$ cat src/rtl/lc3_pkg.sv
`default_nettype none
// ============================================================================
// Module  : lc3_pkg
// Purpose : Shared constants for the LC-3 control sequencer: opcode values,
//           sequencer state encoding and the HALT trap vector.
// Ports   : none (package)
// Revision: 1.0  initial release
// ============================================================================
package lc3_pkg;

   // LC-3 opcodes, IR[15:12]
   localparam logic [3:0] OP_BR   = 4'b0000;
   localparam logic [3:0] OP_ADD  = 4'b0001;
   localparam logic [3:0] OP_LD   = 4'b0010;
   localparam logic [3:0] OP_ST   = 4'b0011;
   localparam logic [3:0] OP_JSR  = 4'b0100;
   localparam logic [3:0] OP_AND  = 4'b0101;
   localparam logic [3:0] OP_LDR  = 4'b0110;
   localparam logic [3:0] OP_STR  = 4'b0111;
   localparam logic [3:0] OP_RTI  = 4'b1000;
   localparam logic [3:0] OP_NOT  = 4'b1001;
   localparam logic [3:0] OP_LDI  = 4'b1010;
   localparam logic [3:0] OP_STI  = 4'b1011;
   localparam logic [3:0] OP_JMP  = 4'b1100;
   localparam logic [3:0] OP_RES  = 4'b1101;
   localparam logic [3:0] OP_LEA  = 4'b1110;
   localparam logic [3:0] OP_TRAP = 4'b1111;

   // Sequencer state encoding (visible on state_out)
   localparam int         STATE_W     = 4;
   localparam logic [3:0] S_IDLE      = 4'd0;
   localparam logic [3:0] S_FETCH     = 4'd1;
   localparam logic [3:0] S_DECODE    = 4'd2;
   localparam logic [3:0] S_EXECUTE   = 4'd3;
   localparam logic [3:0] S_MEM_RD    = 4'd4;
   localparam logic [3:0] S_MEM_RD2   = 4'd5;
   localparam logic [3:0] S_MEM_WR    = 4'd6;
   localparam logic [3:0] S_WRITEBACK = 4'd7;
   localparam logic [3:0] S_UPDATE_PC = 4'd8;
   localparam logic [3:0] S_HALT      = 4'd9;

   // TRAP vector that stops the machine
   localparam logic [7:0] TRAP_HALT = 8'h25;

endpackage : lc3_pkg
`default_nettype wire

$ cat src/rtl/lc3_op_class.sv
`default_nettype none
// ============================================================================
// Module  : lc3_op_class
// Purpose : Combinational opcode classifier used by the sequencer to pick
//           the post-EXECUTE path.
// Ports   : opcode     in  4  IR[15:12]
//           is_alu     out 1  ADD/AND/NOT/LEA (register write, no memory)
//           is_load    out 1  needs a data read (LD/LDR/LDI/STI)
//           is_ind     out 1  indirect access (LDI/STI)
//           is_store   out 1  needs a data write (ST/STR/STI)
//           is_br      out 1  PC-only instruction (BR/JMP/RTI/RES)
//           is_link    out 1  writes R7 (JSR/TRAP)
//           is_illegal out 1  RTI/RES
// Revision: 1.0  initial release
// ============================================================================
module lc3_op_class
   import lc3_pkg::*;
(
   input  logic [3:0] opcode,
   output logic       is_alu,
   output logic       is_load,
   output logic       is_ind,
   output logic       is_store,
   output logic       is_br,
   output logic       is_link,
   output logic       is_illegal
);

   always_comb begin
      is_alu     = 1'b0;
      is_load    = 1'b0;
      is_ind     = 1'b0;
      is_store   = 1'b0;
      is_br      = 1'b0;
      is_link    = 1'b0;
      is_illegal = 1'b0;
      case (opcode)
         OP_ADD, OP_AND, OP_NOT, OP_LEA: is_alu = 1'b1;
         OP_JSR, OP_TRAP:                is_link = 1'b1;
         OP_LD, OP_LDR:                  is_load = 1'b1;
         OP_LDI: begin
            is_load = 1'b1;
            is_ind  = 1'b1;
         end
         // STI reads the pointer first, then writes through it
         OP_STI: begin
            is_load  = 1'b1;
            is_ind   = 1'b1;
            is_store = 1'b1;
         end
         OP_ST, OP_STR:                  is_store = 1'b1;
         OP_BR, OP_JMP:                  is_br = 1'b1;
         OP_RTI, OP_RES: begin
            is_br      = 1'b1;
            is_illegal = 1'b1;
         end
         default: ;
      endcase
   end

endmodule : lc3_op_class
`default_nettype wire

$ cat src/rtl/lc3_ctrl_fsm.sv
`default_nettype none
// ============================================================================
// Module  : lc3_ctrl_fsm
// Purpose : LC-3 instruction sequencer. Walks each instruction through
//           FETCH, DECODE, EXECUTE, MEM_*, WRITEBACK and UPDATE_PC, latches
//           IR and strobes the datapath stages (Moore outputs).
// Params  : MEM_LAT  memory read latency in cycles (>=1)
//           CNT_W    latency counter width, 2**CNT_W > MEM_LAT
// Ports   : clk, rst_n (async, active-low), run_in, instr_in[15:0]
//           fetch_start, ir_out[15:0], en_fetch, en_decode, en_execute,
//           mem_rd, mem_wr, en_wb, illegal_out, halted, state_out[3:0]
// Revision: 1.0  initial release
// ============================================================================
module lc3_ctrl_fsm
   import lc3_pkg::*;
#(
   parameter int MEM_LAT = 2,
   parameter int CNT_W   = 4
) (
   input  logic        clk,
   input  logic        rst_n,
   input  logic        run_in,
   input  logic [15:0] instr_in,
   output logic        fetch_start,
   output logic [15:0] ir_out,
   output logic        en_fetch,
   output logic        en_decode,
   output logic        en_execute,
   output logic        mem_rd,
   output logic        mem_wr,
   output logic        en_wb,
   output logic        illegal_out,
   output logic        halted,
   output logic [3:0]  state_out
);

   logic [STATE_W-1:0] r_state;
   logic [STATE_W-1:0] w_next;
   logic [CNT_W-1:0]   r_cnt;
   logic [15:0]        r_ir;
   logic               w_cnt_last;
   logic               w_is_alu, w_is_load, w_is_ind, w_is_store;
   logic               w_is_br, w_is_link, w_is_illegal;
   logic               w_trap_halt;

   lc3_op_class u_op_class (
      .opcode     (r_ir[15:12]),
      .is_alu     (w_is_alu),
      .is_load    (w_is_load),
      .is_ind     (w_is_ind),
      .is_store   (w_is_store),
      .is_br      (w_is_br),
      .is_link    (w_is_link),
      .is_illegal (w_is_illegal)
   );

   assign w_cnt_last  = (r_cnt == CNT_W'(MEM_LAT - 1));
   assign w_trap_halt = (r_ir[15:12] == OP_TRAP) && (r_ir[7:0] == TRAP_HALT);

   // State register
   always_ff @(posedge clk or negedge rst_n) begin
      if (!rst_n) begin
         r_state <= S_IDLE;
      end else begin
         r_state <= w_next;
      end
   end

   // Latency counter: restarts on every state change, parks at MEM_LAT-1
   always_ff @(posedge clk or negedge rst_n) begin
      if (!rst_n) begin
         r_cnt <= '0;
      end else if (w_next != r_state) begin
         r_cnt <= '0;
      end else if (!w_cnt_last) begin
         r_cnt <= r_cnt + 1'b1;
      end
   end

   // Instruction register: memory data is valid on the last FETCH cycle
   always_ff @(posedge clk or negedge rst_n) begin
      if (!rst_n) begin
         r_ir <= '0;
      end else if ((r_state == S_FETCH) && w_cnt_last) begin
         r_ir <= instr_in;
      end
   end

   // Next-state logic
   always_comb begin
      w_next = r_state;
      case (r_state)
         S_IDLE:      if (run_in) w_next = S_FETCH;
         S_FETCH:     if (w_cnt_last) w_next = S_DECODE;
         S_DECODE:    w_next = w_trap_halt ? S_HALT : S_EXECUTE;
         S_EXECUTE: begin
            if (w_is_alu || w_is_link) begin
               w_next = S_WRITEBACK;
            end else if (w_is_load) begin
               w_next = S_MEM_RD;
            end else if (w_is_store) begin
               w_next = S_MEM_WR;
            end else if (w_is_br) begin
               w_next = S_UPDATE_PC;
            end else begin
               // The classifier is exhaustive; this arm only keeps the FSM closed
               w_next = S_UPDATE_PC;
            end
         end
         S_MEM_RD: begin
            if (w_cnt_last) begin
               if (w_is_ind && w_is_store) begin
                  w_next = S_MEM_WR;
               end else if (w_is_ind) begin
                  w_next = S_MEM_RD2;
               end else begin
                  w_next = S_WRITEBACK;
               end
            end
         end
         S_MEM_RD2:   if (w_cnt_last) w_next = S_WRITEBACK;
         S_MEM_WR:    w_next = S_UPDATE_PC;
         S_WRITEBACK: w_next = S_UPDATE_PC;
         // run_in is only sampled here and in IDLE, so a drop mid-instruction
         // lets the instruction finish before parking
         S_UPDATE_PC: w_next = run_in ? S_FETCH : S_IDLE;
         S_HALT:      w_next = S_HALT;
         default:     w_next = S_IDLE;
      endcase
   end

   // Moore output decode
   always_comb begin
      fetch_start = 1'b0;
      en_fetch    = 1'b0;
      en_decode   = 1'b0;
      en_execute  = 1'b0;
      mem_rd      = 1'b0;
      mem_wr      = 1'b0;
      en_wb       = 1'b0;
      illegal_out = 1'b0;
      halted      = 1'b0;
      case (r_state)
         S_FETCH:     en_fetch = 1'b1;
         S_DECODE: begin
            en_decode   = 1'b1;
            illegal_out = w_is_illegal;
         end
         S_EXECUTE:   en_execute = 1'b1;
         S_MEM_RD,
         S_MEM_RD2:   mem_rd = 1'b1;
         S_MEM_WR:    mem_wr = 1'b1;
         S_WRITEBACK: en_wb = 1'b1;
         S_UPDATE_PC: fetch_start = 1'b1;
         S_HALT:      halted = 1'b1;
         default: ;
      endcase
   end

   assign ir_out    = r_ir;
   assign state_out = r_state;

endmodule : lc3_ctrl_fsm
`default_nettype wire
$ cat config.mk
export PLATFORM = sky130hd
export DESIGN_NAME = lc3_ctrl_fsm
export DESIGN_NICKNAME = d
export VERILOG_FILES = /design/src/rtl/lc3_pkg.sv /design/src/rtl/lc3_op_class.sv /design/src/rtl/lc3_ctrl_fsm.sv
export SDC_FILE = /design/constraint.sdc
export NUM_CORES = 1
export LEC_CHECK = 0
export CAP_MARGIN = 20
export CORE_ASPECT_RATIO = 1.4
export CORE_MARGIN = 1.5
export CORE_UTILIZATION = 47
export CTS_CLUSTER_SIZE = 28
export DETAILED_ROUTE_END_ITERATION = 12
export PLACE_DENSITY_LB_ADDON = 0.05
export SLEW_MARGIN = 25
export SYNTH_ARGS = -nofsm -noshare
export SYNTH_HDL_FRONTEND = slang
export SYNTH_SLANG_ARGS = --single-unit
$ cat constraint.sdc
create_clock -name clk -period 3.6 [get_ports clk]
set_clock_uncertainty 0.2 [all_clocks]
set_input_delay 0.36 -clock clk [delete_from_list [all_inputs] [get_ports clk]]
set_output_delay 0.36 -clock clk [all_outputs]
set_load 0.02 [all_outputs]
### After elaboration in Yosys (flattened, before gate mapping)

Cells that the tools add are included.

| word-level totals | value |
|---|---|
| logic and storage cells | 73 |
| output and inout port bits | 29 |
| bits in registers | 24 |
| input bits | 19 |

| cells by class | value |
|---|---|
| equality and inequality tests | 27 |
| mux-type cells | 29 |
| add/subtract/negate cells | 1 |
| reduce and logical (&&, ||, !) cells | 13 |

Operators with widths:

| cell | number |
|---|---|
| $mux W4 | 10 |
| $eq A4 B4 Y1 const B | 9 |
| $pmux W4 S9 | 1 |
| $eq A4 B3 Y1 const B | 8 |
| $eq A4 B2 Y1 const B | 4 |
| $mux W1 | 16 |
| $eq A4 B1 Y1 const B | 3 |
| $reduce_or A2 Y1 | 5 |
| $eq A8 B6 Y1 const B | 1 |
| $reduce_or A4 Y1 | 2 |
| $add A4 B1 Y4 const B | 1 |
| $logic_not A4 Y1 | 1 |
| $mux W2 | 2 |
| $ne A4 B4 Y1 | 1 |
| $logic_and A1 B1 Y1 | 3 |
| $reduce_or A3 Y1 | 1 |
| $ne A2 B1 Y1 const B | 1 |
| $logic_or A1 B1 Y1 | 1 |

### Logic depth before layout (Yosys ltp)

Gate-level depths: netlist of the first run.

| logic depth | value |
|---|---|
| word-level depth | 9 |
| gate-level depth with buffers | 7 |

### Hierarchy

A second synthesis of the first run with hierarchy kept.

| unflattened totals | value |
|---|---|
| cell total of the unflattened synthesis | 134 |
| area total of the unflattened synthesis | 1407.6 µm² |

By module, submodules not included:

| module | cells an instance | times used | area each (µm²) |
|---|---|---|---|
| lc3_ctrl_fsm | 117 | 1 | 1308.8 |
| lc3_op_class | 17 | 1 | 98.8 |

### Least setup slack after synthesis of the first run

OpenSTA, ideal clock, no wires.

| timing | value |
|---|---|
| kind | reg2out |
| start point | register r_state[2], in the netlist state_out[2] |
| end point | output illegal_out |
| stages on the path, launching flop included | 4 |
| path slack | 0.924 ns |
| data arrival time | 2.116 ns |
| cell sequence | dfrtp_1 > buf_4 > nor4b_1 > and4_1 |

| between the ends | value |
|---|---|
| longest elaborated chain between the ends | 2 |

RTL lines:

| what | line | RTL |
|---|---|---|
| start: declaration | lc3_ctrl_fsm.sv:37 | `logic [STATE_W-1:0] r_state;` |
| start signal: assignment | lc3_ctrl_fsm.sv:65 | `r_state <= w_next;` |
| $eq A4 B2 Y1 | lc3_ctrl_fsm.sv:143 | `case (r_state)` |
| $mux W1 | lc3_ctrl_fsm.sv:143 |  |
| end: declaration | lc3_ctrl_fsm.sv:32 | `output logic illegal_out,` |

No other way between the ends.

### Final worst setup path of the first run

| timing | value |
|---|---|
| start point | register r_state[0], in the netlist state_out[0] |
| end point | output illegal_out |

The elaborated chain is that of the path after synthesis.

==> results.toml, run 1 <==
[timing]
holdWs_ns = 0.3269
finalCritPeriodShare = 0.7736
fin_crit_ns = 2.785
worst_slew_pin_slew_ns = 0.5285
drv_slew = 0
hold_viol = 0
tns_ns = 0
max_freq_ghz = 0.3591
rsz0062_at_grt = "no"
slew_headroom = 0.6477
setup_violations = 0

[yosys]
ys_ff_latch = 24
synth_simple_gate_area_frac = 0.1867
synth_compound_gate_area_share = 0.1182
yosysWarnings = 0
synth_cells = 126
ys_seq_area_frac = 0.4503
syn-cell-area_um2 = 1334
synth_top_family_by_area = "simple AND/OR/NAND/NOR gates"
async_reset_ff_frac = 1.000
synthXorXnorAreaFrac = 0.01970
synth_nets = 147
synth.area.mux_share = 0.1501
synth_edf_count = 0
synthAdderAreaFrac = 0.01876
synth.avg_cell_area_um2 = 10.59
synth.distinct_cells = 40
ys.flop_type = "dfrtp_1"

[clock_network]
cts_tree = "yes"
numClockSinks = 24
htreeDepth = 1
cts_setup_buffers = 0
cts-root-buf = "clkbuf_4"
clkTransAtPathRegs_ns = 0.14
clk_latency_ns = 0.31
clockBufferDepth = 2
numCtsBuffers = 3

[job]
cap_violations = 0

[placement]
port_buffers = 47
gp_congestion = 0.8802
placed_area_um2 = 1815
dpl.hpwl_um = 2335
dp.cells = 205

[status]
status = "finished clean"

[floorplan]
die-area_um2 = 3171
num_io_pins = 48
coreArea_um2 = 2670
die_x_um = 48.02
die_h_um = 66.03
rows = 22
start_util = 0.4995

[power_and_ir_drop]
vdd_ir_drop_max_v = 0.0005644
leakage_nw = 0.7765
p_per_area_nw_per_um2 = 919.8

[grt]
grt_max_degree = 25
grt_use_total = 0.2084
antenna_found_initial = 0
grt_pass1_vias = 1082
overflow = 0
grt_pass1_wl_um = 4843

[final_layout]
final_cells = 210
regArea_um2 = 600.6
multi_input_area_um2 = 658.1
final_area_um2 = 1873
nFillCells = 226
area_growth_pct = 40.43
final_cell_mix = "46 x clkdlybuf4s50_1, 24 x dfrtp_1, 16 x mux2_2"
drive_gt1_frac = 0.1782
diodes = 0
finalNetCount = 196
final_common_cell = "clkdlybuf4s50_1"

[detailed_routing]
ant_nets = 0
via_per_inst = 5.395
routedWlPerCell_um = 14.21
drt-initial-drc-count = 24
drt_pass1_iterations = 3
drt_wl_total_um = 2985
num_vias = 1133
post-route-drc-count = 0

[setup_path]
cp-end-kind = "output pin"
path_cells = "nor4b_1 > buf_4 > and4_1 > clkdlybuf4s50_1"
crit_path_max_incr_delay_ns = 0.60
timing_worst_setup_path_type = "reg -> out"
r2r_setup_slack_ns = 1.10
cpMaxStageDelayCell = "clkdlybuf4s50_1"
crit_family = "buffers and inverters"
crit_fanout = 17
cp_data_arrival_time_ns = 2.22
critical_path.n_buffers_inverters = 2
cp.required_ns = 3.04
crit_path_start_kind = "flip-flop"

[hold_path]
hold_path.class = "reg -> reg"
-- layout make-up --
type / count / share of cell area
clock buffer: 3 / 0.01202
clock inverter: 1 / 0.01603
inverter: 7 / 0.01403
multi-input combinational: 89 / 0.3514
sequential: 24 / 0.3206
tap: 36 / 0.02405
timing repair buffer: 50 / 0.2619
-- worst reg2reg max path: stages, from the launching register on --
cell	delay, ns
dfrtp_1	0.42
inv_1	0.09
ha_1	0.17
or4b_1	0.45
a41o_1	0.27
a311oi_2	0.32
mux2i_1	0.37
nor3_1	0.11
-- Yosys cell counts, types with 2 or more instances --
library cell | instances | share of area
dfrtp_1 | 24 | 0.45
ha_1 | 2 | 0.019
o21ai_0 | 5 | 0.019
mux2_2 | 16 | 0.14
and4_1 | 2 | 0.013
nand3_1 | 4 | 0.015
clkbuf_1 | 2 | 0.0056
a21oi_1 | 7 | 0.026
inv_1 | 7 | 0.020
xnor2_1 | 3 | 0.020
nor2_1 | 8 | 0.023
buf_6 | 3 | 0.025
nor3_1 | 6 | 0.023
mux2i_1 | 2 | 0.015
nand2_1 | 10 | 0.028
-- where the power goes --
group	internal, W	switching (W)	total [W]
Sequential	0.000389	0.000165	0.000554
Clock	0.000113	0.0000786	0.000191
Combinational	0.000510	0.000468	0.000977
-- logic make-up after synthesis --
group | Yosys count
and+or+nand+nor | 43
adders and majority gates | 2
buffers and inverters | 13
AOI/OAI and AO/OA | 23
muxes | 18
DFF | 24
xor gates and xnor gates | 3
-- metal layers --
| metal | part of all wire | GRT usage |
|---|---|---|
| met5 | 0 | 0 |
| met4 | 0.013 | 0.06419 |
| met3 | 0.028 | 0.02186 |
| met2 | 0.53 | 0.3600 |
| met1 | 0.42 | 0.2606 |
-- final timing paths --
| check | from | end | depth (start not counted) |
|---|---|---|---|
| setup / recovery | state_out[0] | illegal_out | 4 |
| hold / removal | ir_out[9] | ir_out[9] | 1 |
| setup reg to reg | r_cnt[1] | r_cnt[1] | 7 |
| hold reg to reg | ir_out[9] | ir_out[9] | 1 |
| max in group asynchronous | rst_n | ir_out[6] | 2 |
| min in group asynchronous | rst_n | ir_out[12] | 2 |
-- repair_timing --
item	4_1_cts	5_1_grt
hold buffers	0	1
hold endpoints to repair	0	24
resized for setup	0	0
setup endpoints to repair	0	0
-- sequential cells by signal, indices dropped and copies added (netlist names) --
name       flops
ir_out        16
r_cnt          4
state_out      4
-- per-stage QoR --
stage	total power (W)	setup WS, ns	utilization
2_1_floorplan	0.001160	0.9240	-
3_3_place_gp	0.001509	1.207	0.6799
3_5_place_dp	0.001538	1.098	0.6799
4_1_cts	0.001734	0.8248	0.6996
5_1_grt	0.001829	0.7460	0.7015
6_report	0.001723	0.8151	0.7015
Note: power is estimated with default switching activity, not from simulation.
==> inputs of run 2 (changes only) <==
--- a/config.mk
+++ b/config.mk
@@ -8,7 +8,7 @@
 export CAP_MARGIN = 20
 export CORE_ASPECT_RATIO = 1.4
 export CORE_MARGIN = 1.5
-export CORE_UTILIZATION = 47
+export CORE_UTILIZATION = 40
 export CTS_CLUSTER_SIZE = 28
 export DETAILED_ROUTE_END_ITERATION = 12
 export PLACE_DENSITY_LB_ADDON = 0.05
==> constraint.sdc (replaced) <==
create_clock -name clk -period 2.3 [get_ports clk]
set_clock_uncertainty 0.2 [all_clocks]
set_input_delay 0.23 -clock clk [delete_from_list [all_inputs] [get_ports clk]]
set_output_delay 0.23 -clock clk [all_outputs]
set_load 0.02 [all_outputs]
==> run 2 against run 1 <==
- register-to-register slack got worse by 1.1 ns
- first-iteration DRC count increased by 21%
- sequential cell count unchanged
- critical path type is now reg -> reg
==> results.toml, run 2 (synthesis results as in run 1) <==
[final_layout]
largest_reg_flops = 16
drive_gt1_frac = 0.2781
area_growth_pct = 52.16
finalNetCount = 209
final_area_um2 = 2029
diodes = 0
final_common_cell = "clkdlybuf4s50_1"
final_cell_mix = "41 x clkdlybuf4s50_1, 22 x dfrtp_1, 16 x mux2_2, 16 x buf_4, 10 x nand2_1"
final_core_util = 0.6437

[grt]
overflow = 0
grt_util_met2 = 0.3575
grt_use_met1 = 0.2215
grt_pass1_wl_um = 5533
grt_use_met3 = 0.02917
grt_pass1_vias = 1242
top_usage_layer = "met2"
antenna_found_initial = 0
grt_use_total = 0.1985
grt_max_degree = 17

[floorplan]
coreArea_um2 = 3153
start_util = 0.4230
die_x_um = 51.81
die-area_um2 = 3695
die_h_um = 71.33
num_io_pins = 48
rows = 24

[job]
cap_violations = 0

[setup_path]
r2r_setup_slack_ns = 0.02
cp-end-kind = "flip-flop"
timing_worst_setup_path_type = "reg -> reg"
cp.required_ns = 2.24
crit_path_start_kind = "flip-flop"
r2r-start = "r_cnt[1]"
cpMaxStageDelayCell = "or4b_4"
r2r_end = "r_cnt[2]"
cp_data_arrival_time_ns = 2.22
path_cells = "inv_2 > ha_4 > or4b_4 > a41o_1 > a311oi_2 > mux2i_2 > nor3_1"
crit_fanout = 4
r2r_cells = 7
crit_path_max_incr_delay_ns = 0.45

[clock_network]
clk_latency_ns = 0.26
clockBufferDepth = 2
clkTransAtPathRegs_ns = 0.08
htreeDepth = 1
cts_tree = "yes"
numClockSinks = 24
cts-root-buf = "clkbuf_8"
numCtsBuffers = 3

[detailed_routing]
post-route-drc-count = 0
ant_nets = 0
num_vias = 1202
via_per_inst = 5.319
routedWlPerCell_um = 14.57
drt-initial-drc-count = 29
drt_pass1_iterations = 4
drt_wl_total_um = 3293

[status]
status = "finished clean"

[timing]
hold_viol = 0
finalCritPeriodShare = 0.9923
setup_violations = 0
fin_crit_ns = 2.282
drv_slew = 0
rsz0062_at_grt = "yes"
slew_headroom = 0.6522
worst_slew_pin_slew_ns = 0.5200
max_freq_ghz = 0.4381

[power_and_ir_drop]
leakage_nw = 0.9223
vdd_ir_drop_max_v = 0.0008568
p_per_area_nw_per_um2 = 1410

[placement]
gp_congestion = 0.9128
placed_area_um2 = 1922
dpl.hpwl_um = 2569
port_buffers = 47

[hold_path]
hold_path.class = "in -> async"
==> run 2: cell count changes in the layout (fill, tap and decap cells not counted), moves of 2 or more <==
cell / before / now
dfrtp_2: 0 / 2
clkbuf_4: 3 / 0
dfrtp_1: 24 / 22
dlygate4sd2_1: 0 / 2
clkdlybuf4s50_1: 46 / 41
dlymetal6s2s_1: 0 / 4
clkbuf_8: 0 / 4
buf_4: 2 / 16
==> run 2: per-stage QoR <==
stage / power, W / worst slack (ns) / setup TNS, ns / hold slack, ns / std cells
finish: 0.002861 / 0.01765 / 0 / 0.1052 / 226
floorplan: 0.001829 / 0.002673 / 0 / -0.2656 / 126
CTS: 0.002877 / -0.005043 / -0.006538 / 0.1157 / 225
global placement: 0.002490 / -0.01454 / -0.04969 / 0.2889 / 220
global route: 0.003069 / -0.07259 / -0.2633 / 0.1506 / 226
detailed placement: 0.002531 / -0.08097 / -0.3061 / 0.2975 / 220
==> run 2: timing repair <==
action,4_1_cts,5_1_grt
gates resized for setup,9,4
setup endpoints to repair,8,8
hold buffers,0,0
pin swaps,6,2
setup buffers,1,1
==> run 2: area by class of cell <==
cell class	instances	area, um^2
Fill cell	273	1124
Multi-Input combinational cell	89	698.2
Sequential cell	24	603.1
Timing Repair Buffer	63	598.1
Clock buffer	4	55.05
Tap cell	39	48.80
Inverter	7	26.28
==> run 2: per-layer routing <==
metal | wire, um | part of all wire | vias to the layer above
met5 | 0 | 0 | -
met4 | 105 | 0.032 | 0
met3 | 148 | 0.045 | 10
met2 | 1818 | 0.55 | 42
met1 | 1221 | 0.37 | 576
li1 | - | - | 574
==> run 2: worst max-delay path by stage <==
stage	startpoint	slack, ns	endpoint
floorplan	state_out[3]	0.003	r_cnt[0]
global placement	r_cnt[1]	-0.01	r_cnt[1]
detailed placement	r_cnt[1]	-0.08	r_cnt[1]
CTS	r_cnt[1]	-0.005	r_cnt[1]
global route	r_cnt[1]	-0.07	r_cnt[1]
finish	r_cnt[1]	0.02	r_cnt[2]
==> run 2: worst max-delay path, delay by kind of cell, from the launching register on <==
family                   cells  cell delay, ns
multiplexers                 1            0.37
buffers and inverters        1            0.08
adder cells (fa/ha/maj)      1            0.12
AND/OR/NAND/NOR              2            0.54
AO/OA/AOI/OAI                2            0.46
flip-flops                   1            0.39
==> run 2: where the power goes <==
group	switching, W	leakage [nW]	internal, W
registers	0.000190	0.290	0.000615
logic	0.000859	0.604	0.000917
clock network	0.000128	0.0288	0.000153
